## config.mk

```make
export PLATFORM = sky130hd
export DESIGN_NAME = seq_booth_multiplier
export DESIGN_NICKNAME = d
export VERILOG_FILES = /design/src/rtl/booth_pkg.sv /design/src/rtl/booth_step.sv /design/src/rtl/seq_booth_multiplier.sv
export SDC_FILE = /design/constraint.sdc
export NUM_CORES = 1
export LEC_CHECK = 0
export ABC_AREA = 1
export BUFFER_PORTS_ARGS = -buffer_cell sky130_fd_sc_hd__buf_2
export CORE_ASPECT_RATIO = 1.4
export CORE_MARGIN = 4
export CORE_UTILIZATION = 53
export CTS_BUF_LIST = sky130_fd_sc_hd__clkbuf_2
export CTS_CLUSTER_DIAMETER = 40
export DETAILED_ROUTE_END_ITERATION = 12
export HOLD_SLACK_MARGIN = 0.06
export PLACE_DENSITY = 0.88
export SYNTH_ARGS = -nofsm -noshare
export SYNTH_HDL_FRONTEND = slang
export SYNTH_SLANG_ARGS = --single-unit
```

## constraint.sdc

```tcl
create_clock -name clk -period 2 [get_ports clk]
set_clock_uncertainty 0.05 [all_clocks]
set_input_delay 0.1 -clock clk [delete_from_list [all_inputs] [get_ports clk]]
set_output_delay 0.1 -clock clk [all_outputs]
set_load 0.02 [all_outputs]
```

## src/rtl/booth_pkg.sv

```systemverilog
// Shared definitions for the iterative radix-2 Booth multiplier: FSM states,
// Booth recoding op-codes and the counter-width helper.
package booth_pkg;

    typedef enum logic [1:0] {
        ST_IDLE = 2'd0,
        ST_RUN  = 2'd1,
        ST_DONE = 2'd2
    } state_t;

    typedef enum logic [1:0] {
        OP_NOP = 2'd0,
        OP_ADD = 2'd1,
        OP_SUB = 2'd2
    } booth_op_t;

    function automatic int clog2(input int n);
        int r;
        r = 0;
        for (int i = 0; i < 32; i++) begin
            if ((1 << r) < n) r = r + 1;
        end
        return r;
    endfunction

endpackage

```

## src/rtl/booth_step.sv

```systemverilog
// One radix-2 Booth iteration: recode {Q[0], Q_-1}, add/sub M into A, then
// arithmetic-shift {A, Q, Q_-1} right by one.
module booth_step
    import booth_pkg::*;
#(
    parameter int WIDTH = 8
) (
    input  logic [WIDTH+1:0] i_a,
    input  logic [WIDTH:0]   i_q,
    input  logic             i_qm1,
    input  logic [WIDTH:0]   i_m,
    output logic [WIDTH+1:0] o_a,
    output logic [WIDTH:0]   o_q,
    output logic             o_qm1
);

    booth_op_t          w_op;
    logic [WIDTH+1:0]   w_m_ext;
    logic [WIDTH+1:0]   w_sum;

    assign w_m_ext = {i_m[WIDTH], i_m};

    always_comb begin
        w_op = OP_NOP;
        case ({i_q[0], i_qm1})
            2'b01:   w_op = OP_ADD;
            2'b10:   w_op = OP_SUB;
            default: w_op = OP_NOP;
        endcase
    end

    always_comb begin
        w_sum = i_a;
        case (w_op)
            OP_ADD:  w_sum = i_a + w_m_ext;
            OP_SUB:  w_sum = i_a - w_m_ext;
            default: w_sum = i_a;
        endcase
    end

    assign o_a   = {w_sum[WIDTH+1], w_sum[WIDTH+1:1]};
    assign o_q   = {w_sum[0], i_q[WIDTH:1]};
    assign o_qm1 = i_q[0];

endmodule

```

## src/rtl/seq_booth_multiplier.sv

```systemverilog
// Iterative radix-2 Booth multiplier, one partial-product step per clock,
// start/busy/done handshake with back-to-back starts accepted in DONE.
module seq_booth_multiplier
    import booth_pkg::*;
#(
    parameter int WIDTH = 8
) (
    input  logic               clk,
    input  logic               rst,
    input  logic               start,
    input  logic               signed_mode,
    input  logic [WIDTH-1:0]   multiplicand,
    input  logic [WIDTH-1:0]   multiplier,
    output logic               busy,
    output logic               done,
    output logic [2*WIDTH-1:0] product
);

    localparam int CW = clog2(WIDTH + 1);

    state_t             r_state;
    logic [WIDTH+1:0]   r_a;
    logic [WIDTH:0]     r_q;
    logic               r_qm1;
    logic [WIDTH:0]     r_m;
    logic [CW-1:0]      r_cnt;
    logic               r_busy;
    logic               r_done;
    logic [2*WIDTH-1:0] r_product;

    logic [WIDTH:0]     w_ext_m;
    logic [WIDTH:0]     w_ext_q;
    logic [WIDTH+1:0]   w_next_a;
    logic [WIDTH:0]     w_next_q;
    logic               w_next_qm1;
    logic [2*WIDTH+2:0] w_full;

    // One extra operand bit makes signed and unsigned share the same Booth datapath.
    assign w_ext_m = {signed_mode & multiplicand[WIDTH-1], multiplicand};
    assign w_ext_q = {signed_mode & multiplier[WIDTH-1], multiplier};
    assign w_full  = {w_next_a, w_next_q};

    booth_step #(.WIDTH(WIDTH)) u_step (
        .i_a   (r_a),
        .i_q   (r_q),
        .i_qm1 (r_qm1),
        .i_m   (r_m),
        .o_a   (w_next_a),
        .o_q   (w_next_q),
        .o_qm1 (w_next_qm1)
    );

    always_ff @(posedge clk) begin
        if (rst) begin
            r_state   <= ST_IDLE;
            r_a       <= '0;
            r_q       <= '0;
            r_qm1     <= 1'b0;
            r_m       <= '0;
            r_cnt     <= '0;
            r_busy    <= 1'b0;
            r_done    <= 1'b0;
            r_product <= '0;
        end else begin
            case (r_state)
                ST_IDLE, ST_DONE: begin
                    r_done <= 1'b0;
                    if (start) begin
                        r_m     <= w_ext_m;
                        r_q     <= w_ext_q;
                        r_a     <= '0;
                        r_qm1   <= 1'b0;
                        r_cnt   <= '0;
                        r_busy  <= 1'b1;
                        r_state <= ST_RUN;
                    end else begin
                        r_busy  <= 1'b0;
                        r_state <= ST_IDLE;
                    end
                end
                ST_RUN: begin
                    r_a   <= w_next_a;
                    r_q   <= w_next_q;
                    r_qm1 <= w_next_qm1;
                    r_cnt <= r_cnt + CW'(1);
                    if (r_cnt == CW'(WIDTH)) begin
                        r_product <= w_full[2*WIDTH-1:0];
                        r_busy    <= 1'b0;
                        r_done    <= 1'b1;
                        r_state   <= ST_DONE;
                    end
                end
                default: begin
                    r_busy  <= 1'b0;
                    r_done  <= 1'b0;
                    r_state <= ST_IDLE;
                end
            endcase
        end
    end

    assign busy    = r_busy;
    assign done    = r_done;
    assign product = r_product;

endmodule

```

==> run metrics, run 1 <==
status finished, violations left; failing checks setup timing; Worst Tran Pin Value 827 ps; CTS tree yes; Die W 68.3 um; Max Cap Viol 0; ys async rst share 0%; Sw Share 36.0%; CP startpoint kind register; worst slack at placement -316 ps; fin. max-slew vios 0; IO Pins 38; end point of the critical path r_a[8]$_SDFFE_PP0P_; largest fanout on the critical path 4; YS warnings 0; Fmax 0.394 GHz; remaining design rule violation count 0; number of library cell types mapped by synthesis 41; reg-to-reg setup timing slack -540 ps; clock slew at reported path FFs 280 ps; count leader, synth nand2_1; Placement Rows 30; Worst setup EP type register; fin nets 492; pwr/cell area 703 nW/um^2; final period utilization 127%; worst setup path class register to register; unrepaired setup endpoints after global routing true; final setup fails 15; Synth Register Bits 51; Fin. Hold Viols 0; antenna diode count 0; clk_lat worst skew 450 ps; final worst slack -539 ps; die height 92.5 um; GP Congestion 0.897; largest stage delay on the critical path 410 ps; sw power 959 uW; WP data required 2320 ps; syn avg cell area 7.34 um^2; Post-DRT Antenna Nets 0; most area-hungry cell type in the Yosys netlist dfxtp_1; drt total wl 10800 um; Seq/Total Area, Yosys 37.8%; P&R area growth vs syn 40.1%; CP dominant cell by count inv_1; share of layout cells above drive strength 1 33.1%; WP data arrival 2860 ps; Tmin final 2540 ps; post-DP HPWL 5420 um; critical-path cell list inv_2, buf_4, nand2_1, nor2_1, a31oi_1, xor2_1, inv_1, ha_4, nand2_2, nor2_2, nand3_2, nand3_2, inv_1, nand3_1, nand3_1, nand2_1, inv_1; IO buf count 37; CP startpoint r_m[0]$_SDFFE_PP0P_; Crit path buffers/inverters 5; number of synthesized flops with an enable pin 0; ys flop type dfxtp_1; global-route wire length before repair 15300 um; GR Overflow Total 0; worst r2r path cells 17; Core ar. 4880 um^2; Routed WL per cell 20.7 um; Slew HR 44.8%; r2r endpoint r_a[8]$_SDFFE_PP0P_; most frequent cells after synthesis 82 x nand2_1, 51 x dfxtp_1, 50 x inv_1; CTS buffer count 5; leakage power total 0.00171 uW; vias per cell 6.32; initial antenna violation count 0; Hold Path Class input pin to register; Worst R2R Start r_m[0]$_SDFFE_PP0P_; vias in the first global route 3216; CP top delay family simple AND/OR/NAND/NOR gates; total track usage 31.9%; H-tree Lvls 2; total power 2660 uW; post-synth top area share 37.8%; Peak VDD IR 801 uV; synthesized instance count 368; Clock Power Share 21.0%; root buffer cell clkbuf_2; Hold Slack 438 ps; initial core utilization 55.3%; Seq pwr share 41.1%; first-pass detailed-route iteration total 5; main area contributors after synthesis dfxtp_1 38%, nand2_1 11%, inv_1 7.0%; Fillers 269; clock sink count 51; Initial DRC Count 379; die area 6320 um^2; Comb pwr share 37.9%; synthesized area 2700 um^2; slowest CP cell dfxtp_2; Vias 3303; Clock Tree Buf Depth 2; Worst path depth 17; Int Pwr 1700 uW; pin count of the biggest net entering global routing 27; syn_nets 402
==> per-layer routing <==
layer / vias up / wire, um / part of all wire [%] / GRT usage [%]
li1: 1383 / - / - / -
met1: 1524 / 3630 / 34 / 34.2
met2: 302 / 5330 / 49 / 55.8
met3: 94 / 942 / 8.7 / 4.13
met4: 0 / 917 / 8.5 / 20.9
met5: - / 0 / 0 / 0
==> registers in the layout, indices dropped and copies added (netlist names) <==
signal and count:
r_cnt 4, r_m 9, busy 1, product 16
r_qm1 1, r_a 9, done 1, r_state 1
r_q 9
==> layout by cell type (no fill, tap or decap), types with 6 or more instances in the layout <==
cell type / n
nand3_1: 19
ha_4: 9
nand3_2: 7
inv_2: 8
a21oi_2: 6
o21ai_1: 7
inv_1: 43
buf_2: 37
nand2_2: 6
a21oi_1: 19
dlygate4sd3_1: 22
nor2_1: 20
dfxtp_1: 45
o21ai_0: 25
nand2_1: 74
buf_4: 35
dfxtp_2: 6
==> metrics by stage <==
stage	TNS, ps	cell area (um^2)	std cells	util (%)
finish	-4390	3780	523	77.5
global route	-5190	3780	523	77.5
CTS	-2060	3630	516	74.5
detailed placement	-3310	3160	480	64.7
global placement	-2350	3160	480	64.7
floorplan	-334	2800	368	-
==> tightest hold or removal path, stage by stage <==
cell and delay, ps:
dlygate4sd3_1 530, buf_2 120, a221oi_1 90, nor2_1 90
==> cells by family (layout without fill, tap and decap cells) <==
group | count (synthesis) | after routing | share of synthesized area [%]
flops | 51 | 51 | 37.8
compound gates | 83 | 83 | 18.2
simple gates | 148 | 148 | 24.5
buf+inv | 64 | 155 | 10.1
fa+ha+maj | 14 | 14 | 6.77
xor+xnor | 8 | 8 | 2.60
==> power groups by stage <==
stage | Clock [uW] | Combinational, uW | Sequential (uW)
2_1_floorplan | 0 | 464 | 1100
3_3_place_gp | 0 | 641 | 1100
3_5_place_dp | 0 | 669 | 1100
4_1_cts | 532 | 826 | 1090
5_1_grt | 572 | 1070 | 1100
6_report | 559 | 1010 | 1090
==> worst min-delay path by stage <==
| stage | to | slack, ps | from | cells past startpoint |
|---|---|---|---|---|
| 2_1_floorplan | r_m[7]$_SDFFE_PP0P_ | 190 | multiplicand[7] | 2 |
| 3_3_place_gp | r_q[2]$_SDFFE_PP0P_ | 300 | multiplier[2] | 3 |
| 3_5_place_dp | r_m[2]$_SDFFE_PP0P_ | 310 | multiplicand[2] | 3 |
| 4_1_cts | r_q[2]$_SDFFE_PP0P_ | 390 | multiplier[2] | 4 |
| 5_1_grt | product[14]$_SDFFE_PP0P_ | 450 | product[14]$_SDFFE_PP0P_ | 2 |
| 6_report | r_q[2]$_SDFFE_PP0P_ | 440 | multiplier[2] | 4 |
==> cell type report <==
cell class | count | area (um^2) | area share (%)
multi-input cells | 253 | 1730 | 45.8
clock inverters | 3 | 38.8 | 1.03
well taps | 64 | 80.1 | 2.12
clock buffers | 5 | 25.0 | 0.661
flip-flops and latches | 51 | 1030 | 27.2
repair buffers | 95 | 679 | 18.0
inverters | 52 | 198 | 5.22
==> timing repair <==
item / CTS / global route
pin swaps: 21 / 14
endpoints found under the hold margin: 28 / 0
setup buffers: 6 / 7
hold buffers: 22 / 0
gates resized for setup: 33 / 24
endpoints found under the setup margin: 16 / 18
Power figures use the tool's default switching activity.
==> inputs of run 2 (changes only) <==
--- a/config.mk
+++ b/config.mk
@@ -9,12 +9,13 @@
 export BUFFER_PORTS_ARGS = -buffer_cell sky130_fd_sc_hd__buf_2
 export CORE_ASPECT_RATIO = 1.4
 export CORE_MARGIN = 4
-export CORE_UTILIZATION = 53
+export CORE_UTILIZATION = 35
 export CTS_BUF_LIST = sky130_fd_sc_hd__clkbuf_2
 export CTS_CLUSTER_DIAMETER = 40
 export DETAILED_ROUTE_END_ITERATION = 12
 export HOLD_SLACK_MARGIN = 0.06
-export PLACE_DENSITY = 0.88
+export PLACE_DENSITY = 0.65
 export SYNTH_ARGS = -nofsm -noshare
 export SYNTH_HDL_FRONTEND = slang
+export SYNTH_HIERARCHICAL = 1
 export SYNTH_SLANG_ARGS = --single-unit
==> constraint.sdc (replaced) <==
create_clock -name clk -period 2.18 [get_ports clk]
set_clock_uncertainty 0.05 [all_clocks]
set_input_delay 0.109 -clock clk [delete_from_list [all_inputs] [get_ports clk]]
set_output_delay 0.109 -clock clk [all_outputs]
set_load 0.02 [all_outputs]
==> run 2 against run 1 <==
Effect of this change: largest power group unchanged; final cell count up 18%; critical path depth up 3; count of clock-buffer cells in the layout unchanged; sequential cell count up 1; synthesized cell count up 17%; die area up 62%; synthesized area up 12%; combinational power down 15%; register-to-register slack better by 240 ps; the run still ends with setup timing left; global-route usage down 15 points; critical endpoint unchanged; power down 15%.
==> run metrics, run 2 <==
number of cells on the worst hold path 4; final period utilization 114%; global-route wire length before repair 13700 um; fraction of synthesized area in multiplexers 0%; CP startpoint kind register; synthesized instance count 432; pwr/cell area 559 nW/um^2; CP dominant cell by count inv_2; post-synth top area share 34.4%; Fillers 807; main area contributors after synthesis dfxtp_1 34%, nand2_1 13%, nand3_1 9.9%; die area 10200 um^2; P&R area growth vs syn 33.5%; max FFs per register 16; Max Cap Viol 0; post-DP HPWL 5500 um; Post-DRT Antenna Nets 0; number of library cell types mapped by synthesis 35; most frequent cells after synthesis 106 x nand2_1, 60 x nand3_1, 52 x dfxtp_1; Worst setup EP type register; worst r2r path cells 20; ys async rst share 0%; Post-Layout Cell Count 619; worst setup path class register to register; sw power 803 uW; commonest non-fill, non-tap cells in the layout 99 x nand2_1, 55 x nand3_1, 48 x dfxtp_1; Seq pwr share 45.4%; largest fanout on the critical path 4; syn avg cell area 7.00 um^2; clk_lat worst skew 450 ps; first-pass detailed-route iteration total 4; GP Congestion 0.882; Synth Area in Simple Gates 34.2%; antenna diode count 0; reg-to-reg setup timing slack -300 ps; Tmin final 2480 ps; Peak VDD IR 393 uV; Hold Path Class input pin to register; failing checks setup timing; CTS buffer count 5; final worst slack -299 ps; placed insts 573; Core ar. 8300 um^2; pin count of the biggest net entering global routing 41; drt total wl 8130 um; number of synthesized flops with an enable pin 0; Synth Register Bits 52; count leader, synth nand2_1; die height 118 um; largest family of logic cells by synthesized area simple AND/OR/NAND/NOR gates; Sw Share 35.6%; Die W 86.6 um; Clock Tree Buf Depth 2; IO Pins 38; share of layout cells above drive strength 1 27.3%; WP data required 2530 ps; leakage power total 0.00186 uW; Slew HR 72.6%; Vias 3052; Routed WL per cell 13.1 um; initial core utilization 36.5%; final setup fails 11; synthesized area 3020 um^2; Initial DRC Count 139; worst hold start multiplicand[3]; Comb pwr share 38.0%; clock slew at reported path FFs 240 ps; vias in the first global route 3061; Worst path depth 20; root buffer cell clkbuf_2; Hold Path End r_m[3]$_SDFFE_PP0P_; r2r endpoint r_a[8]$_SDFFE_PP0P_; Clock Power Share 16.6%; Worst Tran Pin Value 411 ps; Worst R2R Start r_m[0]$_SDFFE_PP0P_; vias per cell 4.93; slowest CP cell dfxtp_2; status finished, violations left; area share of fa/ha/maj cells after synthesis 6.04%; CP top delay family simple AND/OR/NAND/NOR gates; IO buf count 37; Int Pwr 1450 uW; remaining design rule violation count 0; YS warnings 6; GR Overflow Total 0; WP data arrival 2830 ps; Placement Rows 39; Seq/Total Area, Yosys 34.4%; critical-path cell list inv_2, ha_4, inv_2, nor2_4, nand3_4, o31ai_4, xnor2_1, inv_1, ha_4, nand2_4, inv_1, a21oi_2, nand3_2, inv_2, nand2_2, nand3_2, nand2_1, nand2_1, nand3_1, o21ai_1; most common cell after layout, fill and taps aside nand2_1; initial antenna violation count 0; most area-hungry cell type in the Yosys netlist dfxtp_1; CTS tree yes; Fmax 0.403 GHz; Crit path buffers/inverters 5; xor/xnor share of the synthesized area 2.32%; syn_nets 466; H-tree Lvls 2; ys flop type dfxtp_1; Hold Slack 371 ps; total track usage 16.4%; fin. max-slew vios 0; unrepaired setup endpoints after global routing true; Fin. Hold Viols 0; clock sink count 52; largest stage delay on the critical path 380 ps; Synth Area in Compound Gates 10.6%; fin nets 551
==> run 2: cell types whose count changed in the layout (fill, tap and decap cells not counted), moves of 7 or more <==
cell	previous run	this run
buf_4	35	28
o21ai_0	25	16
nand3_1	19	55
nand2_1	74	99
nor2_1	20	37
inv_1	43	33
dlygate4sd3_1	22	37
==> run 2: kinds of logic after synthesis <==
group,Yosys count
compound gates,59
xor+xnor,8
fa+ha+maj,14
buf+inv,73
flops,52
simple gates,226
==> run 2: cell type report <==
class | count | area, um^2 | share of cell area (%)
inverter | 47 | 184 | 4.56
clock inverter | 2 | 7.51 | 0.186
timing repair buffer | 104 | 788 | 19.5
sequential | 52 | 1050 | 26.0
tap | 102 | 128 | 3.16
multi-input combinational | 307 | 1860 | 46.0
clock buffer | 5 | 25.0 | 0.620
==> run 2: timing repair <==
item                                    in CTS  in global routing
pin swaps                                   12                 19
gates resized for setup                     20                 30
gates cloned                                 0                  0
setup buffers                                1                  1
endpoints found under the setup margin      15                 18
hold buffers                                37                  0
endpoints found under the hold margin       20                  0
==> run 2: per-layer routing <==
metal | up-vias | GRT usage, % | share of wire (%)
met5 | - | 0 | 0
met4 | 0 | 8.09 | 3.8
met3 | 25 | 2.31 | 2.8
met2 | 67 | 30.8 | 55
met1 | 1411 | 17.1 | 39
li1 | 1549 | - | -
==> run 2: power groups by stage <==
stage / Sequential (uW) / Clock [uW] / Combinational [uW]
floorplan: 1030 / 0 / 476
global placement: 1040 / 0 / 655
detailed placement: 1040 / 0 / 663
CTS: 1020 / 393 / 772
global route: 1030 / 421 / 943
finish: 1020 / 375 / 858
==> run 2: worst min-delay path: stages <==
cell and delay (ps):
dlygate4sd3_1 520, buf_2 90, o21ai_1 50, nor2_1 70
==> run 2: through the flow <==
step                      setup WS (ps)  total power (uW)  util, %  cell area, um^2  TNS [ps]
final                              -299              2260     48.7             4040     -1670
after global routing               -490              2400     48.7             4040     -4210
after CTS                          -282              2190     47.3             3920     -1560
after detailed placement           -331              1700     41.4             3430     -2830
after global placement             -274              1690     41.4             3430     -2380
after floorplan                    -226              1510        -             3100      -432
==> run 2: worst max-delay path by stage <==
| stage | end | startpoint | slack [ps] |
|---|---|---|---|
| final | r_a[8]$_SDFFE_PP0P_ | r_m[0]$_SDFFE_PP0P_ | -300 |
| after global routing | r_a[8]$_SDFFE_PP0P_ | r_m[0]$_SDFFE_PP0P_ | -490 |
| after CTS | r_a[8]$_SDFFE_PP0P_ | r_m[0]$_SDFFE_PP0P_ | -280 |
| after detailed placement | r_a[8]$_SDFFE_PP0P_ | r_m[1]$_SDFFE_PP0P_ | -330 |
| after global placement | r_a[8]$_SDFFE_PP0P_ | r_m[1]$_SDFFE_PP0P_ | -270 |
| after floorplan | r_a[9]$_SDFFE_PP0P_ | r_m[1]$_SDFFE_PP0P_ | -230 |
